<file path="src/rtl/riscv_pkg.sv">
// Shared load/store definitions: access-size encodings and the lane
// helpers that map a core access onto a 32-bit memory word.
package riscv_pkg;

    localparam logic [2:0] LDST_B  = 3'd0;
    localparam logic [2:0] LDST_H  = 3'd1;
    localparam logic [2:0] LDST_W  = 3'd2;
    localparam logic [2:0] LDST_BU = 3'd4;
    localparam logic [2:0] LDST_HU = 3'd5;

    // An access is illegal if its size code is unused or the address is not
    // a multiple of the access width.
    function automatic logic ldst_misaligned(input logic [2:0] size, input logic [1:0] off);
        logic mis;
        mis = 1'b0;
        case (size)
            LDST_B, LDST_BU: mis = 1'b0;
            LDST_H, LDST_HU: mis = off[0];
            LDST_W:          mis = (off != 2'b00);
            default:         mis = 1'b1;
        endcase
        return mis;
    endfunction

    // Byte enables for the addressed lanes.
    function automatic logic [3:0] ldst_be(input logic [2:0] size, input logic [1:0] off);
        logic [3:0] be;
        be = 4'b0000;
        case (size)
            LDST_B, LDST_BU: be = 4'b0001 << off;
            LDST_H, LDST_HU: be = 4'b0011 << {off[1], 1'b0};
            LDST_W:          be = 4'b1111;
            default:         be = 4'b0000;
        endcase
        return be;
    endfunction

    // Store data replicated into every lane so the memory can pick any lane.
    function automatic logic [31:0] ldst_wd(input logic [2:0] size, input logic [31:0] wd);
        logic [31:0] rep;
        rep = wd;
        case (size)
            LDST_B, LDST_BU: rep = {4{wd[7:0]}};
            LDST_H, LDST_HU: rep = {2{wd[15:0]}};
            default:         rep = wd;
        endcase
        return rep;
    endfunction

endpackage

</file>
<file path="src/rtl/riscv_lsu_if.sv">
// Data-memory bus between the load/store unit (master) and the memory (slave).
interface riscv_lsu_if;
    logic        mem_req_o;
    logic        mem_we_o;
    logic [3:0]  mem_be_o;
    logic [31:0] mem_addr_o;
    logic [31:0] mem_wd_o;
    logic [31:0] mem_rd_i;
    logic        mem_ready_i;

    modport master (
        output mem_req_o, mem_we_o, mem_be_o, mem_addr_o, mem_wd_o,
        input  mem_rd_i, mem_ready_i
    );

    modport slave (
        input  mem_req_o, mem_we_o, mem_be_o, mem_addr_o, mem_wd_o,
        output mem_rd_i, mem_ready_i
    );
endinterface

</file>
<file path="src/rtl/lsu_load_extend.sv">
// Selects the addressed byte/half of a memory word and sign- or
// zero-extends it to 32 bits.
module lsu_load_extend
    import riscv_pkg::*;
(
    input  logic [31:0] word_i,
    input  logic [1:0]  offset_i,
    input  logic [2:0]  size_i,
    output logic [31:0] ext_o
);

    logic [7:0]  byte_s;
    logic [15:0] half_s;

    // Lane selection followed by extension according to the access size.
    always_comb begin
        byte_s = 8'h00;
        case (offset_i)
            2'd0:    byte_s = word_i[7:0];
            2'd1:    byte_s = word_i[15:8];
            2'd2:    byte_s = word_i[23:16];
            2'd3:    byte_s = word_i[31:24];
            default: byte_s = 8'h00;
        endcase
        if (offset_i[1]) begin
            half_s = word_i[31:16];
        end else begin
            half_s = word_i[15:0];
        end
        case (size_i)
            LDST_B:  ext_o = {{24{byte_s[7]}}, byte_s};
            LDST_BU: ext_o = {24'h000000, byte_s};
            LDST_H:  ext_o = {{16{half_s[15]}}, half_s};
            LDST_HU: ext_o = {16'h0000, half_s};
            LDST_W:  ext_o = word_i;
            default: ext_o = 32'h0000_0000;
        endcase
    end

endmodule

</file>
<file path="src/rtl/riscv_lsu.sv">
// Load/store unit: turns a core byte/half/word access into a word-aligned
// memory transaction, stalls the core until the memory answers, and returns
// extended load data in the DONE cycle.
module riscv_lsu
    import riscv_pkg::*;
(
    input  logic        clk_i,
    input  logic        rst_i,
    input  logic        core_req_i,
    input  logic        core_we_i,
    input  logic [2:0]  core_size_i,
    input  logic [31:0] core_addr_i,
    input  logic [31:0] core_wd_i,
    output logic [31:0] core_rd_o,
    output logic        core_stall_o,
    output logic        misaligned_o,
    riscv_lsu_if.master mem
);

    typedef enum logic [1:0] {
        ST_IDLE = 2'd0,
        ST_WAIT = 2'd1,
        ST_DONE = 2'd2
    } lsu_state_e;

    lsu_state_e  state_q, state_d;
    logic [2:0]  size_q, size_d;
    logic [1:0]  off_q, off_d;
    logic [31:0] rd_q, rd_d;
    logic        err_q, err_d;

    logic        mis_s;
    logic        req_s;
    logic [1:0]  ext_off_s;
    logic [2:0]  ext_size_s;
    logic [31:0] ext_s;

    assign mis_s = ldst_misaligned(core_size_i, core_addr_i[1:0]);

    // A same-cycle ready in IDLE has no latched lane info yet, so extraction
    // uses the live core inputs there and the latched copy afterwards.
    assign ext_off_s  = (state_q == ST_IDLE) ? core_addr_i[1:0] : off_q;
    assign ext_size_s = (state_q == ST_IDLE) ? core_size_i      : size_q;

    lsu_load_extend u_load_extend (
        .word_i   (mem.mem_rd_i),
        .offset_i (ext_off_s),
        .size_i   (ext_size_s),
        .ext_o    (ext_s)
    );

    // Next-state, latch and read-data logic for the IDLE/WAIT/DONE sequence.
    always_comb begin
        state_d = state_q;
        size_d  = size_q;
        off_d   = off_q;
        rd_d    = rd_q;
        err_d   = err_q;
        req_s   = 1'b0;
        case (state_q)
            ST_IDLE: begin
                if (core_req_i) begin
                    size_d = core_size_i;
                    off_d  = core_addr_i[1:0];
                    if (mis_s) begin
                        state_d = ST_DONE;
                        err_d   = 1'b1;
                        rd_d    = 32'h0000_0000;
                    end else begin
                        req_s = 1'b1;
                        err_d = 1'b0;
                        if (mem.mem_ready_i) begin
                            state_d = ST_DONE;
                            if (!core_we_i) begin
                                rd_d = ext_s;
                            end else begin
                                rd_d = rd_q;
                            end
                        end else begin
                            state_d = ST_WAIT;
                        end
                    end
                end else begin
                    state_d = ST_IDLE;
                end
            end
            ST_WAIT: begin
                // Completes even if the core drops its request meanwhile.
                req_s = 1'b1;
                if (mem.mem_ready_i) begin
                    state_d = ST_DONE;
                    if (!core_we_i) begin
                        rd_d = ext_s;
                    end else begin
                        rd_d = rd_q;
                    end
                end else begin
                    state_d = ST_WAIT;
                end
            end
            ST_DONE: begin
                state_d = ST_IDLE;
                err_d   = 1'b0;
            end
            default: begin
                state_d = ST_IDLE;
                err_d   = 1'b0;
            end
        endcase
    end

    // State and datapath registers with asynchronous reset.
    always_ff @(posedge clk_i or posedge rst_i) begin
        if (rst_i) begin
            state_q <= ST_IDLE;
            size_q  <= 3'd0;
            off_q   <= 2'd0;
            rd_q    <= 32'h0000_0000;
            err_q   <= 1'b0;
        end else begin
            state_q <= state_d;
            size_q  <= size_d;
            off_q   <= off_d;
            rd_q    <= rd_d;
            err_q   <= err_d;
        end
    end

    // Reset gates the request directly so an abandoned access drops at once.
    assign mem.mem_req_o  = req_s & ~rst_i;
    assign mem.mem_we_o   = core_we_i;
    assign mem.mem_be_o   = ldst_be(core_size_i, core_addr_i[1:0]);
    assign mem.mem_addr_o = {core_addr_i[31:2], 2'b00};
    assign mem.mem_wd_o   = ldst_wd(core_size_i, core_wd_i);

    assign core_stall_o = core_req_i && (state_q != ST_DONE);
    assign core_rd_o    = rd_q;
    assign misaligned_o = err_q;

endmodule

</file>
<file path="src/flat_wrapper.sv">
// flat-port wrapper written by rule: the top's interface ports become plain ports
module riscv_lsu_flat import riscv_pkg::*;
  (clk_i, rst_i, core_req_i, core_we_i, core_size_i, core_addr_i, core_wd_i, core_rd_o, core_stall_o, misaligned_o, mem_mem_req_o, mem_mem_we_o, mem_mem_be_o, mem_mem_addr_o, mem_mem_wd_o, mem_mem_rd_i, mem_mem_ready_i);
  riscv_lsu_if mem_i ();
  input  logic clk_i;
  input  logic rst_i;
  input  logic core_req_i;
  input  logic core_we_i;
  input  logic [2:0] core_size_i;
  input  logic [31:0] core_addr_i;
  input  logic [31:0] core_wd_i;
  output logic [31:0] core_rd_o;
  output logic core_stall_o;
  output logic misaligned_o;
  output wire logic [$bits(mem_i.mem_req_o)-1:0] mem_mem_req_o;
  output wire logic [$bits(mem_i.mem_we_o)-1:0] mem_mem_we_o;
  output wire logic [$bits(mem_i.mem_be_o)-1:0] mem_mem_be_o;
  output wire logic [$bits(mem_i.mem_addr_o)-1:0] mem_mem_addr_o;
  output wire logic [$bits(mem_i.mem_wd_o)-1:0] mem_mem_wd_o;
  input wire logic [$bits(mem_i.mem_rd_i)-1:0] mem_mem_rd_i;
  input wire logic [$bits(mem_i.mem_ready_i)-1:0] mem_mem_ready_i;
  assign mem_mem_req_o = mem_i.mem_req_o;
  assign mem_mem_we_o = mem_i.mem_we_o;
  assign mem_mem_be_o = mem_i.mem_be_o;
  assign mem_mem_addr_o = mem_i.mem_addr_o;
  assign mem_mem_wd_o = mem_i.mem_wd_o;
  assign mem_i.mem_rd_i = mem_mem_rd_i;
  assign mem_i.mem_ready_i = mem_mem_ready_i;
  riscv_lsu u_core (.clk_i(clk_i), .rst_i(rst_i), .core_req_i(core_req_i), .core_we_i(core_we_i), .core_size_i(core_size_i), .core_addr_i(core_addr_i), .core_wd_i(core_wd_i), .core_rd_o(core_rd_o), .core_stall_o(core_stall_o), .misaligned_o(misaligned_o), .mem(mem_i));
endmodule
</file>
<file path="config.mk">
export PLATFORM = sky130hd
export DESIGN_NAME = riscv_lsu_flat
export DESIGN_NICKNAME = d
export VERILOG_FILES = /design/src/rtl/riscv_pkg.sv /design/src/rtl/riscv_lsu_if.sv /design/src/rtl/lsu_load_extend.sv /design/src/rtl/riscv_lsu.sv /design/src/flat_wrapper.sv
export SDC_FILE = /design/constraint.sdc
export NUM_CORES = 1
export LEC_CHECK = 0
export ABC_AREA = 1
export CAP_MARGIN = 20
export CORE_MARGIN = 2
export CORE_UTILIZATION = 43
export DETAILED_ROUTE_END_ITERATION = 16
export PLACE_DENSITY_LB_ADDON = 0.15
export SETUP_SLACK_MARGIN = 0.4
export SKIP_LAST_GASP = 1
export SYNTH_ARGS = -nofsm -noshare
export SYNTH_HDL_FRONTEND = slang
export SYNTH_SLANG_ARGS = --single-unit
</file>
<file path="constraint.sdc">
create_clock -name clk_i -period 3.9 [get_ports clk_i]
set_clock_uncertainty 0.2 [all_clocks]
set_input_delay 0.975 -clock clk_i [delete_from_list [all_inputs] [get_ports clk_i]]
set_output_delay 0.975 -clock clk_i [all_outputs]
set_load 0.02 [all_outputs]
</file>
==> results of run 1 <==
-- final cells by class --
cell class | instances | area [um^2] | area share [%]
clock buffer | 5 | 68.8 | 1.33
clock inverter | 3 | 42.5 | 0.825
inverter | 54 | 208 | 4.03
multi-input combinational | 504 | 2080 | 40.3
sequential | 40 | 1000 | 19.4
tap | 105 | 131 | 2.55
timing repair buffer | 170 | 1630 | 31.5
-- cells in the mapped netlist (all sizes together) --
master / number
nand2: 352
nor2: 70
buf: 57
inv: 52
nand3: 50
dfrtp: 40
o21ai: 17
clkbuf: 8
a21oi: 6
clkinv: 2
o31ai: 2
conb: 1
nand3b: 1
nand4: 1
nor3: 1
nor3b: 1
or2: 1
-- through the flow --
step           setup slack [ns]  total power [uW]  setup TNS (ns)  instance area (um^2)  util (%)
2_1_floorplan             0.473              1010               0                  3720         -
3_3_place_gp            -0.0819              1270         -0.0819                  5040      60.7
6_report                  0.492              1620               0                  5150      62.1
3_5_place_dp             -0.141              1280          -0.681                  5040      60.7
4_1_cts                   0.364              1620               0                  5100      61.4
5_1_grt                   0.414              1730               0                  5150      62.1
-- critical path: cells and delay by family --
| kind | cells | cell delay, ns |
|---|---|---|
| buffers and inverters | 3 | 1.15 |
| AOI/OAI and AO/OA | 1 | 0.11 |
-- flip-flops by register name, indices dropped and copies added (netlist names) --
name                 flops
u_core.misaligned_o      1
u_core.size_q            3
u_core.state_q           2
u_core.core_rd_o        32
u_core.off_q             2
-- power by group through the flow --
| stage | Clock [uW] | Sequential [uW] | Combinational, uW |
|---|---|---|---|
| after floorplan | 0 | 539 | 474 |
| after global placement | 0 | 501 | 770 |
| after detailed placement | 0 | 503 | 775 |
| after CTS | 357 | 496 | 763 |
| after global routing | 374 | 502 | 856 |
| final | 352 | 495 | 775 |
-- timing repair --
item	CTS	global route
gates resized for setup	95	11
setup buffers	0	1
endpoints found under the setup margin	29	22
pin swaps	0	2
-- routing by layer --
metal	GRT usage [%]	vias up	routed length, um
met5	0	-	0
met1	34.2	1914	5490
met2	41.4	160	5610
li1	-	2182	-
met4	6.07	0	170
met3	4.99	25	827
-- cells by family after synthesis --
| group | synth area share, % |
|---|---|
| AO/OA/AOI/OAI | 3.70 |
| buffers and inverters | 17.6 |
| AND/OR/NAND/NOR | 51.6 |
| other | 0.101 |
| flip-flops | 26.9 |
-- worst paths after layout --
path | to | cells past startpoint | start | slack, ns
worst max register to register | u_core.core_rd_o[10] | 12 | u_core.state_q[0] | 1.43
worst min register to register | u_core.core_rd_o[17] | 2 | u_core.core_rd_o[17] | 0.31
min in group asynchronous | u_core.core_rd_o[2] | 3 | rst_i | 0.95
worst max-delay path | core_stall_o | 4 | core_req_i | 0.49
max in group asynchronous | u_core.core_rd_o[9] | 3 | rst_i | 2.19
worst min-delay path | u_core.core_rd_o[17] | 2 | u_core.core_rd_o[17] | 0.31
==> metrics.md, run 1 <==
| Metric | Value |
|---|---|
| Status | completed |
| Layout cell share with drive strength beyond 1 | a little under 10% |
| GRT Resource Usage Total | about 25% |
| Post-DR wirelength/cell | 13.7 um |
| Final Max Slew Viols | 0 |
| Largest stage delay, worst path | between 0.6 and 0.7 ns |
| Drt first pass iters | 7 |
| Synth-to-Final Area Change | 38.7% |
| Starting Density | between 40% and 50% |
| Required @ worst endpoint | ~2.7 ns |
| Yosys warns | 0 |
| Number of buffers added on ports | between 100 and 150 |
| Iter 0 DRT Violations | ~270 |
| Clk sink count | 40 |
| Register bit total from synthesis | 40 |
| F_max | approximately 290 MHz |
| CTS clk-pin slew, worst paths | about 0.090 ns |
| WP data arrival | around 2.2 ns |
| CTS tree | built |
| Most frequent cells in the layout | 347 x nand2_1, 113 x clkdlybuf4s50_1, 66 x nor2_1, 48 x inv_1, 47 x nand3_1 |
| Placed Instances | between 800 and 900 |
| WS Path Type | input port to output pin |
| Switch share | 40.7% |
| RePlAce Congestion | 0.912 |
| Synth unique cells | 28 |
| Power share of the clock group | between 20% and 30% |
| # rows | 33 |
| Worst rel slew slack | 49.9% |
| Largest cells by area after synthesis | nand2_1 35%, dfrtp_1 27%, buf_4 8.7% |
| Mapped cell area | 3720 um^2 |
| Die X | just under 100 um |
| Clock root cell | clkbuf_8 |
| Most common cell after layout, fill and taps aside | nand2_1 |
| DR vias | 4281 |
| Reported max-cap violation count | 0 |
| Filler cells | approximately 800 |
| CTS Buffer Depth | 2 |
| First-pass GRT wire length | between 15 and 20 mm |
| Hold slack | 0.310 ns |
| Tcrit/Tclk final | roughly 87% |
| Fin. Hold Viols | 0 |
| Number of clock buffers inserted by TritonCTS | 5 |
| NetSw | about 660 uW |
| Crit path cell chain | clkdlybuf4s50_1 > inv_1 > a21oi_1 > clkdlybuf4s50_1 |
| Synth area leader | nand2_1 |
| Clk_lat worst skew | roughly 0.3 ns |
| LEAKAGE | 0.00294 uW |
| RSZ-0062 raised after global routing | no |
| Hold Path Class | flip-flop to flip-flop |
| Diodes inserted | 0 |
| H-tree Lvls | 2 |
| Min Tclk post-route | about 3.4 ns |
| Vias in the first global route | between 4000 and 5000 |
| Grt total ovfl | 0 |
| Largest net degree at the start of global routing | 41 |
| Seq/Total Area, Yosys | a little over a quarter |
| Final cell count without fillers | a little under 900 |
| Ports | between 200 and 250 |
| Pwr dens | 315 nW/um^2 |
| Cts hold-fix bufs | 0 |
| Post-DR vias/cell | around 5 |
| Peak VDD IR | around 0.00016 V |
| Cells after Synth | around 660 |
| Final Setup Violations | 0 |
| Slew @ Worst Pin | between 0.7 and 0.8 ns |
| Yosys top cell area share | 35.0% |
| Die outline height | between 90 and 100 um |
| Sequential power share | 30.5% |
| Worst-path fanout max | 3 |
| Final wirelength | around 12 mm |
| Antenna violations before repair | 0 |
| Nature of the critical path endpoint | output pin |
| CP max stage cell | clkdlybuf4s50_1 |
| Fin nets | a little under 900 |
| Mean Syn Cell Area | roughly 5.6 um^2 |
| Detail Route Antenna Nets | 0 |
| Die area | 9410 um^2 |
| Startpoint types | input port |
| # DRC | 0 |
| Comb pwr share | approximately 48% |
| CORE AREA | 8300 um^2 |
| Internal cell power | ~960 uW |
| CP dominant cell by count | clkdlybuf4s50_1 |
| Dpl hpwl | roughly 9.1 mm |
No activity file was read; power rests on OpenSTA's default activity.
==> run 2, diff against run 1 <==
Settings changed: ABC_AREA 1 to 0, CORE_UTILIZATION 43 to 40.
==> run 2 against run 1 <==
  * Final cell count is 40% lower
  * Die area is 6.1% lower
  * Largest cell class unchanged
  * Setup slack worse by 0.062 ns
  * Maximum frequency is 1.8% lower
  * Synthesized cell count is 52% lower
  * Clock-buffer cell count stayed put
  * First-iteration DRC count is 22% lower
  * Critical path type unchanged
  * Critical path depth is 2 higher
==> metrics.md, run 2 <==
| Metric | Value |
|---|---|
| Clk sink count | 40 (unchanged) |
| CTS Buffer Depth | 2 (unchanged) |
| Met1 Use GR | 26.4% (-7.7 points) |
| Mean Syn Cell Area | 10.2 um^2 (+82%) |
| Detail Route Antenna Nets | 0 (unchanged) |
| Starting Density | 41.7% (-3.1 points) |
| Drt first pass iters | 5 (-2) |
| Clock root cell | clkbuf_8 |
| WP data arrival | 2.29 ns (+0.06 ns) |
| Worst rel slew slack | 59.6% (+9.7 points) |
| # rows | 32 (-3.0%) |
| CTS clk-pin slew, worst paths | 0.08 ns (about the same) |
| Min Tclk post-route | 3.47 ns (+0.0618 ns) |
| Grt total ovfl | 0 (unchanged) |
| Most common cell after layout, fill and taps aside | clkdlybuf4s50_1 |
| Placed Instances | 517 (-41%) |
| Slew @ Worst Pin | 0.605 ns (-0.146 ns) |
| Synth unique cells | 56 (+100%) |
| Tcrit/Tclk final | 89.0% (+1.6 points) |
| Crit path cell chain | dlygate4sd2_1 > buf_6 > nor2_1 > buf_4 > mux2_2 > dlygate4sd2_1 |
| Final wirelength | 9.67 mm (-20%) |
| Final worst setup slack | 0.430 ns (-0.0618 ns) |
| Post-DR vias/cell | 5.66 (+17%) |
| Nature of the critical path endpoint | output pin |
| Most frequent cells in the layout | 111 x clkdlybuf4s50_1, 40 x dfrtp_1, 36 x nand2_1, 23 x mux2_2 |
| Vias in the first global route | 3057 (-27%) |
| Synth-to-Final Area Change | 41.7% |
| Clk_lat worst skew | 0.29 ns (about the same) |
| WS Path Type | input port to output pin |
| Fin nets | 528 (-40%) |
| Worst-path fanout max | 8 (+5) |
| Synth area leader | dfrtp_1 |
| Ys flop type | dfrtp_1 |
| Layout cell share with drive strength beyond 1 | 22.4% (+13 points) |
| Iter 0 DRT Violations | 208 (-22%) |
| Peak VDD IR | 0.000148 V (-7.0%) |
| Largest cells by area after synthesis | dfrtp_1 31%, buf_4 9.7%, mux2_2 8.0% |
| CP max stage cell | mux2_2 |
| Commonest cells in the netlist | 42 x buf_4, 40 x dfrtp_1, 36 x nand2_1 |
| Required @ worst endpoint | 2.72 ns (about the same) |
| Die outline height | 94.0 um (-3.1%) |
| GRT Resource Usage Total | 21.9% (-3.3 points) |
| Most Crowded Layer GR | met2 |
| Footprint of the multi-input gates | 1740 um^2 (-16%) |
| Final Setup Violations | 0 (unchanged) |
| Number of buffers added on ports | 145 (unchanged) |
| First-pass GRT wire length | 15.3 mm (-23%) |
| Largest net degree at the start of global routing | 55 (+34%) |
| Routing usage on met3 | 5.30% (+0.31 points) |
| Pwr dens | 307 nW/um^2 (-2.3%) |
| Register area | 1000 um^2 (unchanged) |
| Antenna violations before repair | 0 (unchanged) |
| Die X | 94.0 um (-3.1%) |
| Most frequent cell after synthesis | buf_4 |
| Final Max Slew Viols | 0 (unchanged) |
| RePlAce Congestion | 0.792 (-13%) |
| DR vias | 2985 (-30%) |
| Filler cells | 699 (-14%) |
| Hold Path Class | flip-flop to flip-flop |
| Largest stage delay, worst path | 0.34 ns (-0.30 ns) |
| Register bit total from synthesis | 40 (unchanged) |
| Diodes inserted | 0 (unchanged) |
| # DRC | 0 (unchanged) |
| EDFF count, synth | 0 (unchanged) |
| CTS tree | built |
| Cells after Synth | 317 (-52%) |
| Yosys warns | 0 (unchanged) |
| Total power | 1410 uW (-13%) |
| F_max | 288 MHz (-1.8%) |
| RSZ-0062 raised after global routing | yes |
| Final cell count without fillers | 527 (-40%) |
| Ports | 208 (unchanged) |
| Largest register FFs | 32 (unchanged) |
| Fin. Hold Viols | 0 (unchanged) |
| Number of clock buffers inserted by TritonCTS | 5 (unchanged) |
| Async S/R FF share, synth | 100% (unchanged) |
| Reported max-cap violation count | 0 (unchanged) |
| LEAKAGE | 0.00182 uW (-38%) |
| CORE AREA | 7770 um^2 (-6.4%) |
| Status | completed |
| Dpl hpwl | 7.35 mm (-19%) |
| Seq/Total Area, Yosys | 30.9% (+4.0 points) |
| Pre-CTS setup slack | -0.107 ns (+0.0340 ns) |
| Yosys top cell area share | 30.9% (-4.1 points) |
| Startpoint types | input port |
| Mapped cell area | 3240 um^2 (-13%) |
| Die area | 8830 um^2 (-6.1%) |
| Met2 Use GR | 39.2% (-2.2 points) |
| H-tree Lvls | 2 (unchanged) |
| Post-DR wirelength/cell | 18.3 um (+34%) |
| CP dominant cell by count | dlygate4sd2_1 |
==> run 2: area by class of cell <==
| type | instances | share of cell area [%] |
|---|---|---|
| inverters | 3 | 0.245 |
| clock inverters | 3 | 0.409 |
| repair buffers | 166 | 35.3 |
| well taps | 102 | 2.78 |
| flip-flops and latches | 40 | 21.8 |
| clock buffers | 5 | 1.50 |
| multi-input cells | 208 | 37.9 |
==> run 2: layer usage <==
metal	vias up	part of all wire, %
li1	1377	-
met1	1460	40
met2	135	51
met3	13	7.7
met4	0	1.6
met5	-	0
==> run 2: metrics by stage <==
stage / area (um^2) / util, % / hold slack (ns) / TNS (ns)
final: 4590 / 59.1 / 0.325 / 0
after global routing: 4590 / 59.1 / 0.347 / 0
after CTS: 4560 / 58.7 / 0.325 / 0
after detailed placement: 4500 / 58.0 / 0.306 / -0.141
after global placement: 4500 / 58.0 / 0.304 / -0.0681
after floorplan: 3240 / - / 0.294 / 0
==> run 2: power by group <==
part / switching [uW] / internal [uW] / total, uW
clock: 155 / 125 / 279
combinational: 329 / 314 / 643
sequential: 33.1 / 455 / 488
==> run 2: critical path, delay by kind of cell <==
family	cells	cell delay (ns)
buf+inv	4	0.90
mux	1	0.34
simple gates	1	0.08
==> run 2: worst paths after layout <==
kind | depth (start not counted) | startpoint | slack, ns | to
min reg2reg | 1 | u_core.core_rd_o[7] | 0.33 | u_core.core_rd_o[7]
max in group asynchronous | 3 | rst_i | 2.20 | u_core.core_rd_o[23]
min | 1 | u_core.core_rd_o[7] | 0.33 | u_core.core_rd_o[7]
min in group asynchronous | 3 | rst_i | 0.94 | u_core.size_q[2]
max reg2reg | 5 | u_core.state_q[1] | 1.26 | u_core.core_rd_o[3]
max | 6 | core_size_i[0] | 0.43 | mem_mem_wd_o[13]
==> run 2: cell families after synthesis <==
family | Yosys count | share of synthesized area (%)
AND/OR/NAND/NOR | 74 | 11.3
multiplexers | 40 | 15.7
buffers and inverters | 70 | 15.8
other | 1 | 0.116
flip-flops | 40 | 30.9
AO/OA/AOI/OAI | 92 | 26.1
==> run 2: timing repair <==
item / CTS / global route
endpoints found under the setup margin: 30 / 11
endpoints found under the hold margin: 0 / 0
pin swaps: 0 / 3
hold buffers: 0 / 0
buffers inserted: 1 / 0
resized for setup: 38 / 23
gates cloned: 0 / 0
